### src/rtl/axi_read_intf_pkg.sv
// Shared encodings for the AXI read-side slave interface: burst, response and
// region codes, the FSM state type and the beat-size clamp.
package axi_read_intf_pkg;

   typedef enum logic [1:0] {
      BURST_FIXED = 2'b00,
      BURST_INCR  = 2'b01,
      BURST_WRAP  = 2'b10,
      BURST_RSVD  = 2'b11
   } burst_t;

   typedef enum logic [1:0] {
      RESP_OKAY   = 2'b00,
      RESP_SLVERR = 2'b10
   } resp_t;

   typedef enum logic [1:0] {
      REGION_FIFO = 2'd0,
      REGION_IRAM = 2'd1,
      REGION_WRAM = 2'd2,
      REGION_RSVD = 2'd3
   } region_t;

   typedef enum logic [1:0] {
      IDLE  = 2'd0,
      ISSUE = 2'd1,
      WAIT  = 2'd2,
      DRAIN = 2'd3
   } rd_state_t;

   localparam int SIZE_MAX = 2;

   // Beats are at most 4 bytes wide, so larger sizes collapse to 4 bytes.
   function automatic logic [1:0] clamp_size(input logic [2:0] size);
      return (size > 3'(SIZE_MAX)) ? 2'(SIZE_MAX) : size[1:0];
   endfunction

endpackage

### src/rtl/axi_rd_skid_buf.sv
// Two-entry FIFO that holds R-channel beats ({data, id, resp, last}) so the
// read engine can keep running while the master applies RREADY backpressure.
module axi_rd_skid_buf #(
   parameter int WIDTH = 43
) (
   input  logic             clk,
   input  logic             rst,
   input  logic             in_valid,
   output logic             in_ready,
   input  logic [WIDTH-1:0] in_data,
   output logic             out_valid,
   input  logic             out_ready,
   output logic [WIDTH-1:0] out_data
);

   logic [WIDTH-1:0] entry0;
   logic [WIDTH-1:0] entry1;
   logic             wr_ptr;
   logic             rd_ptr;
   logic [1:0]       count;
   logic             push;
   logic             pop;

   assign in_ready  = (count != 2'd2);
   assign out_valid = (count != 2'd0);
   assign push      = in_valid && in_ready;
   assign pop       = out_valid && out_ready;
   assign out_data  = rd_ptr ? entry1 : entry0;

   // The head entry is only ever written while the buffer is empty, so the
   // presented payload cannot change under a stalled RVALID.
   always_ff @(posedge clk or posedge rst) begin
      if (rst) begin
         entry0 <= '0;
         entry1 <= '0;
         wr_ptr <= 1'b0;
         rd_ptr <= 1'b0;
         count  <= 2'd0;
      end else begin
         assert (!(in_valid && !in_ready));
         if (push) begin
            if (wr_ptr) begin
               entry1 <= in_data;
            end else begin
               entry0 <= in_data;
            end
            wr_ptr <= ~wr_ptr;
         end
         if (pop) begin
            rd_ptr <= ~rd_ptr;
         end
         count <= count + {1'b0, push} - {1'b0, pop};
      end
   end

endmodule

### src/rtl/axi_read_intf.sv
// AXI4 read-side slave: one burst at a time, one single-beat internal request
// at a time, beats returned through a 2-entry skid buffer.
// Optional WRAP burst support is enabled by defining AXI_RD_WRAP_BURST_EN.
module axi_read_intf
   import axi_read_intf_pkg::*;
#(
   parameter int ARID_WIDTH   = 8,
   parameter int ARADDR_WIDTH = 11,
   parameter int RDATA_WIDTH  = 32
) (
   input  logic                    clk,
   input  logic                    rst,
   input  logic [ARID_WIDTH-1:0]   ARID,
   input  logic [ARADDR_WIDTH-1:0] ARADDR,
   input  logic [7:0]              ARLEN,
   input  logic [2:0]              ARSIZE,
   input  logic [1:0]              ARBURST,
   input  logic [3:0]              ARREGION,
   input  logic                    ARVALID,
   output logic                    ARREADY,
   output logic [ARID_WIDTH-1:0]   RID,
   output logic [RDATA_WIDTH-1:0]  RDATA,
   output logic [1:0]              RRESP,
   output logic                    RLAST,
   output logic                    RVALID,
   input  logic                    RREADY,
   output logic                    axi_rd_req,
   output logic [ARADDR_WIDTH-1:0] axi_rd_addr,
   output logic [1:0]              axi_rd_region,
   input  logic [RDATA_WIDTH-1:0]  axi_rd_data,
   input  logic                    fifo_rd_done,
   input  logic                    iram_rd_done,
   input  logic                    wram_rd_done
);

   localparam int PAYLOAD_W = RDATA_WIDTH + ARID_WIDTH + 3;

   rd_state_t                state;
   rd_state_t                state_next;
   logic [ARID_WIDTH-1:0]    id_q;
   logic [ARADDR_WIDTH-1:0]  addr_q;
   logic [ARADDR_WIDTH-1:0]  addr_next;
   logic [ARADDR_WIDTH-1:0]  step;
   logic [7:0]               count_q;
   logic [1:0]               size_q;
   burst_t                   burst_q;
   region_t                  region_q;
`ifdef AXI_RD_WRAP_BURST_EN
   logic [7:0]               len_q;
   logic [ARADDR_WIDTH-1:0]  wrap_mask;
`endif
   logic                     wrap_illegal;
   logic                     err_beat;
   logic                     beat_last;
   logic                     done_any;
   logic                     accept;
   logic                     advance;
   logic                     push_valid;
   logic                     push_ready;
   logic [PAYLOAD_W-1:0]     push_data;
   logic [PAYLOAD_W-1:0]     pop_data;
   logic                     region_unused;

   assign region_unused = ^ARREGION[3:2];
   assign axi_rd_addr   = addr_q;
   assign axi_rd_region = region_q;
   assign beat_last     = (count_q == 8'd0);
   assign done_any      = fifo_rd_done || iram_rd_done || wram_rd_done;
   assign step          = ARADDR_WIDTH'(1) << size_q;

`ifdef AXI_RD_WRAP_BURST_EN
   assign wrap_illegal = (burst_q == BURST_WRAP) &&
                         !(len_q inside {8'd1, 8'd3, 8'd7, 8'd15});
`else
   assign wrap_illegal = 1'b0;
`endif
   assign err_beat = (region_q == REGION_RSVD) || wrap_illegal;

   // Next beat address; WRAP keeps the upper bits of the aligned window and
   // lets only the low bits roll over.
   always_comb begin
      addr_next = addr_q + step;
`ifdef AXI_RD_WRAP_BURST_EN
      wrap_mask = ((ARADDR_WIDTH'(len_q) + ARADDR_WIDTH'(1)) << size_q) - ARADDR_WIDTH'(1);
`endif
      case (burst_q)
         BURST_FIXED: addr_next = addr_q;
`ifdef AXI_RD_WRAP_BURST_EN
         BURST_WRAP:  addr_next = (addr_q & ~wrap_mask) | ((addr_q + step) & wrap_mask);
`endif
         default:     ;
      endcase
   end

   always_ff @(posedge clk or posedge rst) begin
      if (rst) begin
         state    <= IDLE;
         id_q     <= '0;
         addr_q   <= '0;
         count_q  <= 8'd0;
         size_q   <= 2'd0;
         burst_q  <= BURST_FIXED;
         region_q <= REGION_FIFO;
`ifdef AXI_RD_WRAP_BURST_EN
         len_q    <= 8'd0;
`endif
      end else begin
         state <= state_next;
         if (accept) begin
            id_q     <= ARID;
            addr_q   <= ARADDR;
            count_q  <= ARLEN;
            size_q   <= clamp_size(ARSIZE);
            burst_q  <= burst_t'(ARBURST);
            region_q <= region_t'(ARREGION[1:0]);
`ifdef AXI_RD_WRAP_BURST_EN
            len_q    <= ARLEN;
`endif
         end else if (advance && !beat_last) begin
            count_q <= count_q - 8'd1;
            addr_q  <= addr_next;
         end
      end
   end

   // Request is combinational in ISSUE so a target answering one cycle later
   // completes a beat every two cycles.
   always_comb begin
      state_next = state;
      ARREADY    = 1'b0;
      axi_rd_req = 1'b0;
      accept     = 1'b0;
      advance    = 1'b0;
      push_valid = 1'b0;
      push_data  = {axi_rd_data, id_q, RESP_OKAY, beat_last};
      case (state)
         IDLE: begin
            ARREADY = 1'b1;
            if (ARVALID) begin
               accept     = 1'b1;
               state_next = ISSUE;
            end
         end
         ISSUE: begin
            if (push_ready) begin
               if (err_beat) begin
                  push_valid = 1'b1;
                  push_data  = {{RDATA_WIDTH{1'b0}}, id_q, RESP_SLVERR, beat_last};
                  advance    = 1'b1;
                  state_next = beat_last ? DRAIN : ISSUE;
               end else begin
                  axi_rd_req = 1'b1;
                  state_next = WAIT;
               end
            end
         end
         WAIT: begin
            if (done_any) begin
               push_valid = 1'b1;
               advance    = 1'b1;
               state_next = beat_last ? DRAIN : ISSUE;
            end
         end
         DRAIN: begin
            if (RVALID && RREADY && RLAST) begin
               state_next = IDLE;
            end
         end
         default: state_next = IDLE;
      endcase
   end

   axi_rd_skid_buf #(
      .WIDTH(PAYLOAD_W)
   ) u_skid (
      .clk      (clk),
      .rst      (rst),
      .in_valid (push_valid),
      .in_ready (push_ready),
      .in_data  (push_data),
      .out_valid(RVALID),
      .out_ready(RREADY),
      .out_data (pop_data)
   );

   assign {RDATA, RID, RRESP, RLAST} = pop_data;

endmodule

### config.mk
export PLATFORM = sky130hd
export DESIGN_NAME = axi_read_intf
export DESIGN_NICKNAME = d
export VERILOG_FILES = /design/src/rtl/axi_read_intf_pkg.sv /design/src/rtl/axi_rd_skid_buf.sv /design/src/rtl/axi_read_intf.sv
export SDC_FILE = /design/constraint.sdc
export NUM_CORES = 1
export LEC_CHECK = 0
export ABC_CLOCK_PERIOD_IN_PS = 5200
export CAP_MARGIN = 20
export CORE_AREA = 5 5 120 122
export DETAILED_ROUTE_END_ITERATION = 10
export DIE_AREA = 0 0 125 127
export PLACE_DENSITY = 0.73
export SKIP_LAST_GASP = 1
export SYNTH_ARGS = -nofsm -noshare
export SYNTH_HDL_FRONTEND = slang
export SYNTH_SLANG_ARGS = --single-unit
### constraint.sdc
create_clock -name clk -period 5.2 [get_ports clk]
set_input_delay 0.78 -clock clk [delete_from_list [all_inputs] [get_ports clk]]
set_output_delay 0.78 -clock clk [all_outputs]
set_load 0.01 [all_outputs]
# After elaboration in Yosys (flattened, before gate mapping)
# Cells that the tools add are included.
[totals]
regBits = 125
latch_bits = 0
mem_bits_rw = 0
mem_bits_ro = 0
inputBits = 75
output_inout_bits = 59
elab_cells = 73
mem_count = 0
[classes]
addsub = 4
mul = 0
div = 0
magnitude_cmp = 1
eq_ne = 10
shifts = 1
mux = 27
bitwise = 2
n_reduce_logical = 16
[op_table]
columns = ["op", "count"]
rows = [
  ["$mux 43", 4],
  ["$mux 11", 3],
  ["$mux 8", 2],
  ["$mux 2", 7],
  ["$add 11x11->11", 1],
  ["$shl 1x2->11 const A", 1],
  ["$ne 2x2->1 const B", 5],
  ["$mux 1", 9],
  ["$logic_not 8->1", 1],
  ["$pmux 2 s4", 1],
  ["$sub 8x1->8 const B", 1],
  ["$eq 2x2->1 const B", 3],
  ["$reduce_and 2->1", 3],
  ["$logic_and 1x1->1", 4],
  ["$logic_not 2->1", 2],
  ["$reduce_and 4->1", 1],
  ["$reduce_bool 2->1", 2],
  ["$gt 3x2->1 const B", 1],
  ["$add 2x1->2", 1],
  ["$eq 2x1->1 const B", 1],
  ["$logic_or 1x1->1", 2],
  ["$ne 2x1->1 const B", 1],
  ["$not 1->1", 2],
  ["$pmux 1 s2", 1],
  ["2 further kinds", 2],
]

# Longest topological paths before layout
# Gate-level depths: netlist of run 1.
[logic_depth]
word_depth = 7
depth_mapped = 9

# Cells and area by module
# Synthesis of run 1 repeated with hierarchy kept, for this count alone.
[unflattened]
cells_unflattened = 512
area_unflattened_um2 = 6328.6
[by_module_without_submodules]
columns = ["mod", "instances", "cells_per_inst", "area_each_um2", "seq_area_each_um2"]
rows = [
  ["axi_rd_skid_buf", 1, 247, 4110.2, 2252.2],
  ["axi_read_intf", 1, 265, 2218.4, 875.8],
]

# Least setup slack after synthesis of run 1
# No wires, ideal clock.
[synth_path]
path_type = "input -> register"
startpoint = "in iram_rd_done"
endpoint = "reg u_skid.count[1]"
arrival_ns = 2.110
required_ns = 5.077
slack_ns = 2.967
stages = 7
path_cell_list = "nor3_1 o32ai_4 buf_2 and2_1 ha_1 xnor2_1 xnor2_1"
[synth_via]
elab_chain_len = 7
[synth_lines]
columns = ["element", "line_no", "text"]
rows = [
  ["from (decl)", "axi_read_intf.sv:32", "input logic iram_rd_done,"],
  ["$logic_or 1x1->1 (2 in series)", "axi_read_intf.sv:68", "assign done_any = fifo_rd_done || iram_rd_done || wram_rd_done;"],
  ["$mux 1", "axi_read_intf.sv:158", "if (done_any) begin"],
  ["$pmux 1 s2", "axi_read_intf.sv:136", "case (state)"],
  ["$logic_and 1x1->1", "axi_rd_skid_buf.sv:26", "assign push = in_valid && in_ready;"],
  ["named net u_skid.push", "axi_rd_skid_buf.sv:21", "logic push;"],
  ["$add 2x1->2", "axi_rd_skid_buf.sv:52", "count <= count + {1'b0, push} - {1'b0, pop};"],
  ["$sub 2x1->2", "axi_rd_skid_buf.sv:52", ""],
  ["to (signal assigned)", "axi_rd_skid_buf.sv:52", ""],
  ["to (decl)", "axi_rd_skid_buf.sv:20", "logic [1:0] count;"],
]
# The timed path passes the listed nets, and every way through them passes these cells.
# A chain may end at the register's enable or synchronous reset.

# Worst setup path in the final report of run 1
[layout_path]
startpoint = "reg u_skid.rd_ptr"
endpoint = "out RID[0]"
[layout_via]
elab_chain_len = 1
[layout_lines]
columns = ["element", "line_no", "text"]
rows = [
  ["from (decl)", "axi_rd_skid_buf.sv:19", "logic rd_ptr;"],
  ["from (signal assigned)", "axi_rd_skid_buf.sv:50", "rd_ptr <= ~rd_ptr;"],
  ["$mux 43", "axi_rd_skid_buf.sv:28", "assign out_data = rd_ptr ? entry1 : entry0;"],
  ["to (decl)", "axi_read_intf.sv:21", "output logic [ARID_WIDTH-1:0] RID,"],
]
# No other way between the ends.

==> results of run 1 <==
## critical path, cell delays in order, from the launching register on
cell and delay, ns:
dfrtp_2 1.06, mux2_2 0.43, clkdlybuf4s50_1 0.49
## how the worst max path moves through the flow
stage                               from                            end  slack [ns]
6_report       u_skid.rd_ptr$_DFFE_PP0P_                         RID[0]        1.98
5_1_grt             state[1]$_DFFE_PP0P_   u_skid.entry0[0]$_DFFE_PP0P_        1.77
4_1_cts        u_skid.rd_ptr$_DFFE_PP0P_                          RLAST        1.89
3_5_place_dp                iram_rd_done  u_skid.entry0[32]$_DFFE_PP0P_        1.79
3_3_place_gp                iram_rd_done  u_skid.entry1[40]$_DFFE_PP0P_        1.64
2_1_floorplan                        rst     axi_rd_addr[0]$_DFFE_PP0P_        1.15
## routing by layer
layer / track usage [%] / share of wire (%) / vias up / wire (um)
li1: - / - / 2220 / -
met1: 22.6 / 45 / 2178 / 6040
met2: 29.4 / 48 / 130 / 6500
met3: 5.59 / 6.0 / 14 / 807
met4: 5.36 / 1.2 / 0 / 158
met5: 0 / 0 / - / 0
## cell usage in the layout (no fill, tap or decap), types with 3 or more instances in the layout
cell type and instances:
o21ai_0 81, nand3_1 9, clkbuf_8 7, clkdlybuf4s50_1 130, clkbuf_16 17, nor2_1 14, buf_4 5, a31oi_1 3
nand4_1 9, and2_1 3, nand2b_1 3, bufinv_16 3, nor3_1 4, mux2_2 58, nand2_1 156, a21oi_1 7
ha_1 12, dfrtp_1 122, xnor2_1 6, mux2i_1 3, inv_1 13, a211oi_1 3, xor2_1 12, clkinv_2 3
## metrics by stage
step | worst slack, ns | power, mW | area (um^2) | instances
global placement | 1.64 | 3.71 | 7230 | 859
detailed placement | 1.79 | 3.80 | 7250 | 860
global route | 1.77 | 5.37 | 7910 | 893
finish | 1.98 | 5.02 | 7910 | 893
CTS | 1.89 | 5.07 | 7890 | 892
floorplan | 1.15 | 2.86 | 5790 | 581
## power breakdown
part	leakage [nW]	switching, mW	total (mW)	internal, mW
Combinational	1.77	0.904	2.02	1.12
Sequential	1.53	0.359	1.77	1.41
Clock	0.316	0.389	1.23	0.841
Total	3.62	1.65	5.02	3.37
## cells by family (layout without fill, tap and decap cells)
logic type               count (synthesis)  count (layout)  synth area share, %
other                                    1               1               0.0648
flip-flops                             123             123                 53.2
AND/OR/NAND/NOR                        209             209                 15.2
buffers and inverters                   48             184                 3.39
AO/OA/AOI/OAI                          108             108                 10.7
adder cells (fa/ha/maj)                 13              13                 2.94
multiplexers                            61              61                 11.8
XOR/XNOR                                18              18                 2.72
## final cells by class
type	count	area share, %
Clock inverter	6	1.33
Tap cell	176	2.78
Clock buffer	26	6.69
Inverter	14	0.696
Timing Repair Buffer	138	17.8
Sequential cell	123	38.9
Multi-Input combinational cell	410	31.8
## flip-flops by register name, indices dropped and copies added, names as in the netlist
name / cells
u_skid.wr_ptr: 1
u_skid.rd_ptr: 1
u_skid.count: 2
u_skid.entry0: 42
axi_rd_region: 2
axi_rd_addr: 11
id_q: 8
u_skid.entry1: 42
burst_q: 2
count_q: 8
size_q: 2
state: 2
==> impl_metrics.yaml, run 1 <==
outcome:
  outcome: "finished, final reports clean"
clock_network:
  cts_resized: 0
  postCtsHoldBufs: 0
  cts_sinks: 123
  cts_max_path_buffers: 2
  cts_buffers: 17
  clkTransAtPathRegs_ns: 0.05
  clock-root-buffer: "clkbuf_16"
  htree_levels: 4
  clk_latency_ns: 0.41
  tritoncts: "built"
  postCtsSetupBuffers: 0
cells_and_area:
  areaGrowthSynthToFinish_pct: 36.7
  nets: 792
  nFillCells: 1105
  multi_input_area_mm2: 0.00252
  finalCoreUtilization_pct: 60.5
  regArea_mm2: 0.00308
  diodes: 0
  drive_above_1_share_pct: 14.2
floorplan:
  num_rows: 42
  fp.dieW_um: 125
  die-height_um: 127
  num_io_pins: 134
  core_mm2: 0.0131
  design.die.area_mm2: 0.0159
  start_util_pct: 44.2
worst_setup_path:
  rrSetupSlack_ns: 2.05
  required_ns: 4.42
  arrival_ns: 2.44
  worstSetupPathType: "register to output pin"
  critPathMaxFanout: 43
  worstReg2RegStart: "state[1]$_DFFE_PP0P_"
  critPathCaptureType: "output pin"
  cp-start-kind: "register"
  r2r-end: "u_skid.entry0[32]$_DFFE_PP0P_"
  ff2ff_path_depth: 8
worst_hold_path:
  min_path_type: "register to register"
  whs_path_depth: 2
  holdCritStartpoint: "u_skid.entry1[31]$_DFFE_PP0P_"
  holdPathEnd: "u_skid.entry1[31]$_DFFE_PP0P_"
timing:
  setup-violations-final: 0
  max_freq_mhz: 310
  rsz0062_at_grt: "no"
  period_needed_ns: 3.22
  slew_violations: 0
  period_share_pct: 62.0
  hold_slack_ns: 0.471
  relSlewSlack_pct: 27.2
  fin_setup_tns_ns: 0
  tightest_slew_ns: 1.09
  skew_ns: 0.00415
  hold_viol: 0
global_routing:
  overflow: 0
  grt_pass1_vias: 4844
  grt_pass1_wl_um: 23300
  antenna_found_initial: 0
  grt.total_usage_pct: 17.8
  grt_max_degree: 63
logic_synthesis:
  ys_types: 43
  synth_ff_type: "dfrtp_1"
  synthCells: 581
  synth.cell_area_mm2: 0.00579
  ys.warnings.count: 0
  synthTopCellsByArea: "dfrtp_1, mux2_2, nand2_1, o21ai_0, ha_1"
  async_flop_share_pct: 100
  synth-seq-cells: 123
  synth_nets: 669
  synthTopCellsByCount: "nand2_1, dfrtp_1, o21ai_0, mux2_2, clkbuf_1"
  synth_edf_count: 0
  netlist.area_leader.share_pct: 53.2
  synth_most_common_cell: "nand2_1"
  yosysSeqAreaShare_pct: 53.2
  synth_top_area_cell: "dfrtp_1"
  synth_area_per_cell_um2: 9.96
power:
  power_density_mw_per_mm2: 635
  leakagePower_nw: 3.62
  ir_drop_uv: 325
routing:
  wirelength_um: 13500
  routed_via_density: 5.09
  final_antenna_net_count: 0
  drtIter0Drc: 298
  vias: 4542
  route.detailed.drc: 0
  wl_per_cell_um: 15.1
  firstDrtPassIters: 4
placed_design:
  numPortBuffers: 130
  hpwlAfterDp_um: 9330
  place.gp.congestion: 0.766
job:
  drv_cap: 0
Note: power is estimated with default switching activity, not from simulation.
==> run 2: changes to the inputs <==
- ABC_CLOCK_PERIOD_IN_PS: 5200 -> 2800
- PLACE_DENSITY: 0.73 -> 0.76
- clock period: 5.2 -> 2.8 ns (I/O delays scaled with it)
==> impl_metrics.yaml, run 2 (synthesized netlist as in run 1, its figures left out) <==
outcome:
  outcome: "finished, final reports clean"
placed_design:
  place.gp.congestion: 0.779
  place_ws_ns: 0.350
  hpwlAfterDp_um: 9280
  numPortBuffers: 130
  dp_cells: 863
clock_network:
  clk_latency_ns: 0.41
  clkTransAtPathRegs_ns: 0.05
  tritoncts: "built"
  cts_sinks: 123
  cts_max_path_buffers: 2
  postCtsSetupBuffers: 0
  cts_resized: 0
  htree_levels: 4
  postCtsHoldBufs: 0
  clock-root-buffer: "clkbuf_16"
  cts_buffers: 17
worst_setup_path:
  worstPathCellList: "buf_12 -> mux2_2 -> clkdlybuf4s50_1"
  worstSetupPathType: "register to output pin"
  cp-start-kind: "register"
  crit_path_max_incr_delay_ns: 0.68
  critPathMaxFanout: 26
  required_ns: 2.38
  cp_slowest_cell: "dfrtp_2"
  rrSetupSlack_ns: 0.47
  critPathCaptureType: "output pin"
  arrival_ns: 2.22
timing:
  setup-violations-final: 0
  period_share_pct: 94.2
  fin_setup_tns_ns: 0
  hold_viol: 0
  slew_violations: 0
  period_needed_ns: 2.64
  skew_ns: 0.00796
  setup_ws_ns: 0.161
  max_freq_mhz: 379
  rsz0062_at_grt: "no"
  tightest_slew_ns: 0.686
  hold_slack_ns: 0.473
  relSlewSlack_pct: 54.2
cells_and_area:
  fin_cells: 895
  final_cell_mix: "nand2_1, clkdlybuf4s50_1, dfrtp_1"
  final_common_cell: "nand2_1"
  drive_above_1_share_pct: 14.3
  diodes: 0
  nets: 794
  areaGrowthSynthToFinish_pct: 36.3
floorplan:
  num_io_pins: 134
  start_util_pct: 44.2
  num_rows: 42
  die-height_um: 127
  fp.dieW_um: 125
  core_mm2: 0.0131
  design.die.area_mm2: 0.0159
job:
  drv_cap: 0
global_routing:
  grt_pass1_vias: 4669
  overflow: 0
  antenna_found_initial: 0
  grt.total_usage_pct: 17.6
  grt_max_degree: 124
  grt_pass1_wl_um: 22900
routing:
  wl_per_cell_um: 15.4
  final_antenna_net_count: 0
  firstDrtPassIters: 4
  drtIter0Drc: 288
  vias: 4518
  wirelength_um: 13800
  routed_via_density: 5.05
  route.detailed.drc: 0
power:
  leakagePower_nw: 3.60
  power_density_mw_per_mm2: 1160
  ir_drop_uv: 534
worst_hold_path:
  min_path_type: "register to register"
## run 2: cell count changes in the layout (fill, tap and decap cells not counted), sizes merged
cell / previous run / this run
buf: 8 / 10
bufinv: 3 / 1
clkinv: 3 / 5
clkinvlp: 0 / 1
inv: 14 / 13
## run 2: final timing paths
check | start | to | cells past startpoint
setup / recovery | u_skid.rd_ptr$_DFFE_PP0P_ | RDATA[4] | 3
hold / removal | u_skid.entry0[20]$_DFFE_PP0P_ | u_skid.entry0[20]$_DFFE_PP0P_ | 2
setup reg to reg | state[1]$_DFFE_PP0P_ | count_q[4]$_DFFE_PP0P_ | 8
hold reg to reg | u_skid.entry0[20]$_DFFE_PP0P_ | u_skid.entry0[20]$_DFFE_PP0P_ | 2
max in group asynchronous | rst | u_skid.rd_ptr$_DFFE_PP0P_ | 3
min in group asynchronous | rst | id_q[4]$_DFFE_PP0P_ | 3
## run 2: critical path, delay by kind of cell (launching register included)
| kind | cells | cell delay [ns] |
|---|---|---|
| DFF | 1 | 0.68 |
| buffers and inverters | 2 | 0.77 |
| muxes | 1 | 0.36 |
## run 2: metal layers
layer,global-route usage [%],vias to the layer above,share of wire (%)
met3,5.55,19,6.3
met5,0,-,0
met1,23.3,2129,45
met2,28.0,142,47
met4,5.61,0,1.2
li1,-,2228,-
## run 2: metrics by stage
stage	instance area [um^2]	util [%]	power [mW]
floorplan	5790	-	5.32
global placement	7310	55.9	6.94
detailed placement	7310	55.9	7.12
CTS	7890	60.3	9.28
global route	7890	60.3	9.80
finish	7890	60.3	9.18
## run 2: layout make-up
cell class	instances	area (um^2)
timing repair buffer	140	1440
clock inverter	6	58.8
fill	1080	5190
inverter	14	56.3
tap	176	220
multi-input combinational	410	2520
sequential	123	3080
clock buffer	26	519
## run 2: power breakdown
group | internal (mW) | leakage, nW | total [mW] | switching, mW
combinational | 2.10 | 1.78 | 3.85 | 1.75
clock | 1.36 | 0.290 | 2.09 | 0.732
sequential | 2.62 | 1.53 | 3.24 | 0.617
